--- src/rtl/cr_rst_seq.sv ---
// Staged reset sequencer: asserts every domain's reset together, then releases
// domains one at a time in index order, each step gated by its ack or a timeout.
module cr_rst_seq #(
  parameter int NUM_DOM     = 4,
  parameter int HOLD_CYCLES = 16,
  parameter int TMO_CYCLES  = 255,
  parameter int CNT_W       = 8
) (
  input  logic               clk,
  input  logic               rst,
  input  logic               sw_rst_req,
  input  logic [NUM_DOM-1:0] dom_rst_ack,
  output logic [NUM_DOM-1:0] dom_rst_n,
  output logic               busy,
  output logic               done,
  output logic [NUM_DOM-1:0] tmo_err
);

  localparam int IDX_W = (NUM_DOM > 1) ? $clog2(NUM_DOM) : 1;

  localparam logic [CNT_W-1:0] HOLD_LAST = CNT_W'(HOLD_CYCLES - 1);
  localparam logic [CNT_W-1:0] TMO_LAST  = CNT_W'(TMO_CYCLES - 1);
  localparam logic [IDX_W-1:0] IDX_LAST  = IDX_W'(NUM_DOM - 1);

  typedef enum logic [2:0] {
    IDLE,
    WAIT_ACK,
    HOLD,
    RELEASE,
    DONE
  } state_t;

  // state is kept as a named internal signal so checkers can bind to it.
  state_t           state;
  logic [CNT_W-1:0] cnt;
  logic [IDX_W-1:0] idx;

  logic             tmo_hit;
  logic             ack_cur;
  logic [IDX_W-1:0] idx_nxt;

  assign tmo_hit = (cnt == TMO_LAST);
  assign ack_cur = dom_rst_ack[idx];
  assign idx_nxt = idx + IDX_W'(1);

  // Request handshake: sw_rst_req is a one-cycle pulse taken only while busy
  // is low; pulses seen while busy (including the done cycle) are dropped.
  always_ff @(posedge clk) begin
    if (rst) begin
      state     <= HOLD;
      cnt       <= '0;
      idx       <= '0;
      dom_rst_n <= '0;
      busy      <= 1'b1;
      done      <= 1'b0;
      tmo_err   <= '0;
    end else begin
      done <= 1'b0;
      case (state)
        IDLE: begin
          busy      <= 1'b0;
          dom_rst_n <= '1;
          if (sw_rst_req) begin
            dom_rst_n <= '0;
            tmo_err   <= '0;
            cnt       <= '0;
            busy      <= 1'b1;
            state     <= WAIT_ACK;
          end
        end

        WAIT_ACK: begin
          if (&dom_rst_ack) begin
            cnt   <= '0;
            state <= HOLD;
          end else if (tmo_hit) begin
            // Flag every domain that never confirmed it entered reset.
            tmo_err <= tmo_err | ~dom_rst_ack;
            cnt     <= '0;
            state   <= HOLD;
          end else begin
            cnt <= cnt + CNT_W'(1);
          end
        end

        HOLD: begin
          if (cnt == HOLD_LAST) begin
            cnt          <= '0;
            idx          <= '0;
            dom_rst_n[0] <= 1'b1;
            state        <= RELEASE;
          end else begin
            cnt <= cnt + CNT_W'(1);
          end
        end

        RELEASE: begin
          if (!ack_cur || tmo_hit) begin
            if (ack_cur) begin
              tmo_err[idx] <= 1'b1;
            end
            if (idx == IDX_LAST) begin
              done  <= 1'b1;
              state <= DONE;
            end else begin
              // Release the next domain on the same edge the index advances.
              idx       <= idx_nxt;
              cnt       <= '0;
              dom_rst_n <= dom_rst_n | (NUM_DOM'(1) << idx_nxt);
            end
          end else begin
            cnt <= cnt + CNT_W'(1);
          end
        end

        DONE: begin
          busy  <= 1'b0;
          state <= IDLE;
        end

        default: begin
          state <= IDLE;
        end
      endcase
    end
  end

endmodule

--- config.mk ---
export PLATFORM = sky130hd
export DESIGN_NAME = cr_rst_seq
export DESIGN_NICKNAME = d
export VERILOG_FILES = /design/src/rtl/cr_rst_seq.sv
export SDC_FILE = /design/constraint.sdc
export NUM_CORES = 1
export LEC_CHECK = 0
export ABC_AREA = 1
export CAP_MARGIN = 20
export CORE_MARGIN = 3
export CORE_UTILIZATION = 50
export DETAILED_ROUTE_END_ITERATION = 10
export PLACE_DENSITY = 0.74
export SYNTH_ARGS = -nofsm -noshare
export SYNTH_HDL_FRONTEND = slang
export SYNTH_SLANG_ARGS = --single-unit
--- constraint.sdc ---
create_clock -name clk -period 1.7 [get_ports clk]
set_clock_uncertainty 0.2 [all_clocks]
set_input_delay 0.17 -clock clk [delete_from_list [all_inputs] [get_ports clk]]
set_output_delay 0.17 -clock clk [all_outputs]
set_load 0.005 [all_outputs]
==> out/qor.yml, run 1 <==
sta:
  setup_viol: 1
  fmax_ghz: 0.5872
  finalHoldViolations: 0
  fin_crit_ns: 1.703
  layout_setup_ws_ns: -0.002993
  fin_crit_sh: 1.002
  drv_slew: 0
  maxSlewHeadroom: 0.7953
  max_slew.worst_pin.slew_ns: 0.3067
  rsz0062_at_grt: "true"
power_and_ir_drop:
  p_leak_uw: 0.0009313
  finalPower_uw: 2603
  power_density_nw_per_um2: 1234
  max-vdd-ir-drop_mv: 0.9007
floorplan:
  fp-row-count: 19
  die_x_um: 60.80
  die_height_um: 60.80
  die-area_um2: 3697
  io_pins: 17
  core_um2: 2805
  initial_utilization: 0.5352
setup_path:
  critPathLaunchType: "register"
  path_depth: 9
  crit_required_ns: 1.74
  path_delay_family: "simple AND/OR/NAND/NOR gates"
  cp_slowest_cell: "dfxtp_1"
  crit_path_end_kind: "register"
  ff2ff_path_depth: 9
  crit_arrival_ns: 1.74
  cp_max_fo: 7
  crit_buf_inv: 1
  slowest_delay_ns: 0.41
  path_class: "register to register"
  crit_chain: "nand2_1 > inv_1 > nand2_4 > nor2_4 > nor2_2 > nor2_2 > nand2_2 > o21ai_4 > nor2_1"
  reg2reg_slack_ns: -0.003
  cpMostUsedCell: "nor2_2"
global_routing:
  grt_pass1_wl_um: 6009
  grt_max_degree: 14
  grt-ovfl-total: 0
  grt_antenna_before_repair: 0
  grt_usage: 0.2146
  first_global_vias: 1373
cells_and_area:
  n_antenna_cell: 0
  seqCellArea_um2: 498.0
  n_fill_cell: 221
  final_cell_mix: "nand2_1, inv_1, buf_4, nor2_1, clkdlybuf4s50_1"
  design_area_um2: 2108
  area_delta_synth_final_pct: 40.42
  multiInputGateArea_um2: 1012
  nets: 292
  final_cells: 305
  drive_above_1_share: 0.3212
  mostFrequentLayoutCell: "nand2_1"
cts:
  insertion_delay_ns: 0.34
  cts-root-buf: "clkbuf_4"
  hold_buffers: 0
  cts.htree.levels: 1
  clkSinkCount: 23
  cts_tree: "built"
  path_clk_slew_ns: 0.14
  cts_buffers: 3
  clockBufferDepth: 2
routing:
  first_pass_iters: 4
  num_vias: 1571
  routed_via_density: 5.151
  ant_nets: 0
  drt_iter0_drc: 99
  drc: 0
  drt-total-wl_um: 3842
  wl_per_cell_um: 12.60
hold_path:
  worst_hold_path.num_cells: 2
  hp-class: "register to register"
run_status:
  violations: "negative setup slack"
  status: "complete, but fails checks"
yosys:
  ys_seq_area_frac: 0.3067
  syn-num-nets: 244
  syn_inst: 227
  synth_warnings: 0
  ys_types: 28
  yosys_register_bits: 23
  avgSynthCellArea_um2: 6.614
  synth_area_um2: 1501
place:
  dp_hpwl_um: 2655
  dpl_cell_area_um2: 1842
  numPortBuffers: 16
  dpl.cell_count: 292
  gp_congestion: 0.8464
job:
  maxCapViolations: 0
flip-flops by register name, summed over array words and instances, names as in the netlist:
register   cells
idx            2
tmo_err        4
state          3
cnt            8
done           1
busy           1
dom_rst_n      4
cells in the mapped netlist:
master | instances | area, um^2
a21oi_1 | 14 | 70.07
a21oi_2 | 1 | 8.760
buf_2 | 1 | 5.000
clkbuf_1 | 1 | 3.750
dfxtp_1 | 23 | 460.4
ha_1 | 10 | 125.1
inv_1 | 33 | 123.9
inv_2 | 1 | 3.750
inv_4 | 2 | 12.51
nand2_1 | 62 | 232.7
nand2_4 | 2 | 22.52
nand2_8 | 1 | 20.02
nand3_1 | 17 | 85.08
nand3_2 | 2 | 20.02
nand3b_1 | 2 | 15.01
nand4_1 | 3 | 18.77
nor2_1 | 24 | 90.09
nor2_2 | 2 | 12.51
nor2_4 | 3 | 33.78
nor3_1 | 2 | 10.01
nor4_1 | 1 | 6.260
o21ai_0 | 14 | 70.07
o21ai_4 | 1 | 16.27
o21bai_1 | 1 | 7.510
o22ai_1 | 1 | 6.260
or2_0 | 1 | 6.260
or2_2 | 1 | 6.260
xor2_1 | 1 | 8.760
through the flow:
stage / setup slack [ns] / hold slack (ns) / setup TNS [ns] / util
floorplan: 0.04756 / 0.1393 / 0 / -
global placement: -0.1710 / 0.2384 / -2.119 / 0.6566
detailed placement: -0.1968 / 0.2399 / -2.620 / 0.6566
CTS: 0.00001188 / 0.2590 / 0 / 0.6793
global route: -0.09913 / 0.2785 / -0.8433 / 0.7516
finish: -0.002993 / 0.2588 / -0.002993 / 0.7516
path summary, 6_finish.rpt:
path              startpoint         end
hold / removal    tmo_err[1]  tmo_err[1]
setup reg to reg      cnt[7]      cnt[3]
setup / recovery      cnt[7]      cnt[3]
hold reg to reg   tmo_err[1]  tmo_err[1]
timing repair:
item / CTS / global route
buffers inserted: 2 / 7
pin swaps: 1 / 18
resized for setup: 8 / 53
endpoints found under the setup margin: 12 / 20
endpoints found under the hold margin: 0 / 0
kinds of logic after synthesis:
kind of cell | after synthesis | share of synthesized area
AOI/OAI and AO/OA | 32 | 0.1192
xor gates and xnor gates | 1 | 0.005834
adders and majority gates | 10 | 0.08333
buffers and inverters | 38 | 0.09916
DFF | 23 | 0.3067
and+or+nand+nor | 123 | 0.3858
power breakdown:
| group | switching [uW] | internal, uW |
|---|---|---|
| sequential | 146 | 688 |
| clock | 185 | 88.7 |
| combinational | 815 | 679 |
| total | 1150 | 1460 |
tightest hold or removal path: cells and delay by family, from the launching register on:
kind	cells	cell delay (ns)
buf+inv	1	0.05
flops	1	0.33
compound gates	1	0.05
cell type report:
cell class	count	area share
multi-input combinational	166	0.4801
sequential	23	0.2362
timing repair buffer	45	0.1810
inverter	36	0.07122
tap	31	0.01840
clock buffer	3	0.01068
clock inverter	1	0.002374
layer usage:
layer | GRT usage | vias to the layer above | wire length [um]
met1 | 0.3163 | 712 | 1924
li1 | - | 818 | -
met4 | 0.06811 | 0 | 67
met3 | 0.03617 | 7 | 142
met2 | 0.3160 | 34 | 1708
met5 | 0 | - | 0
Power figures use the tool's default switching activity.
==> run 2, diff against run 1 <==
HOLD_SLACK_MARGIN = 0.08   (was default)
==> results of run 2 <==
Final layout, timing and power as in run 1 (identical DEF).
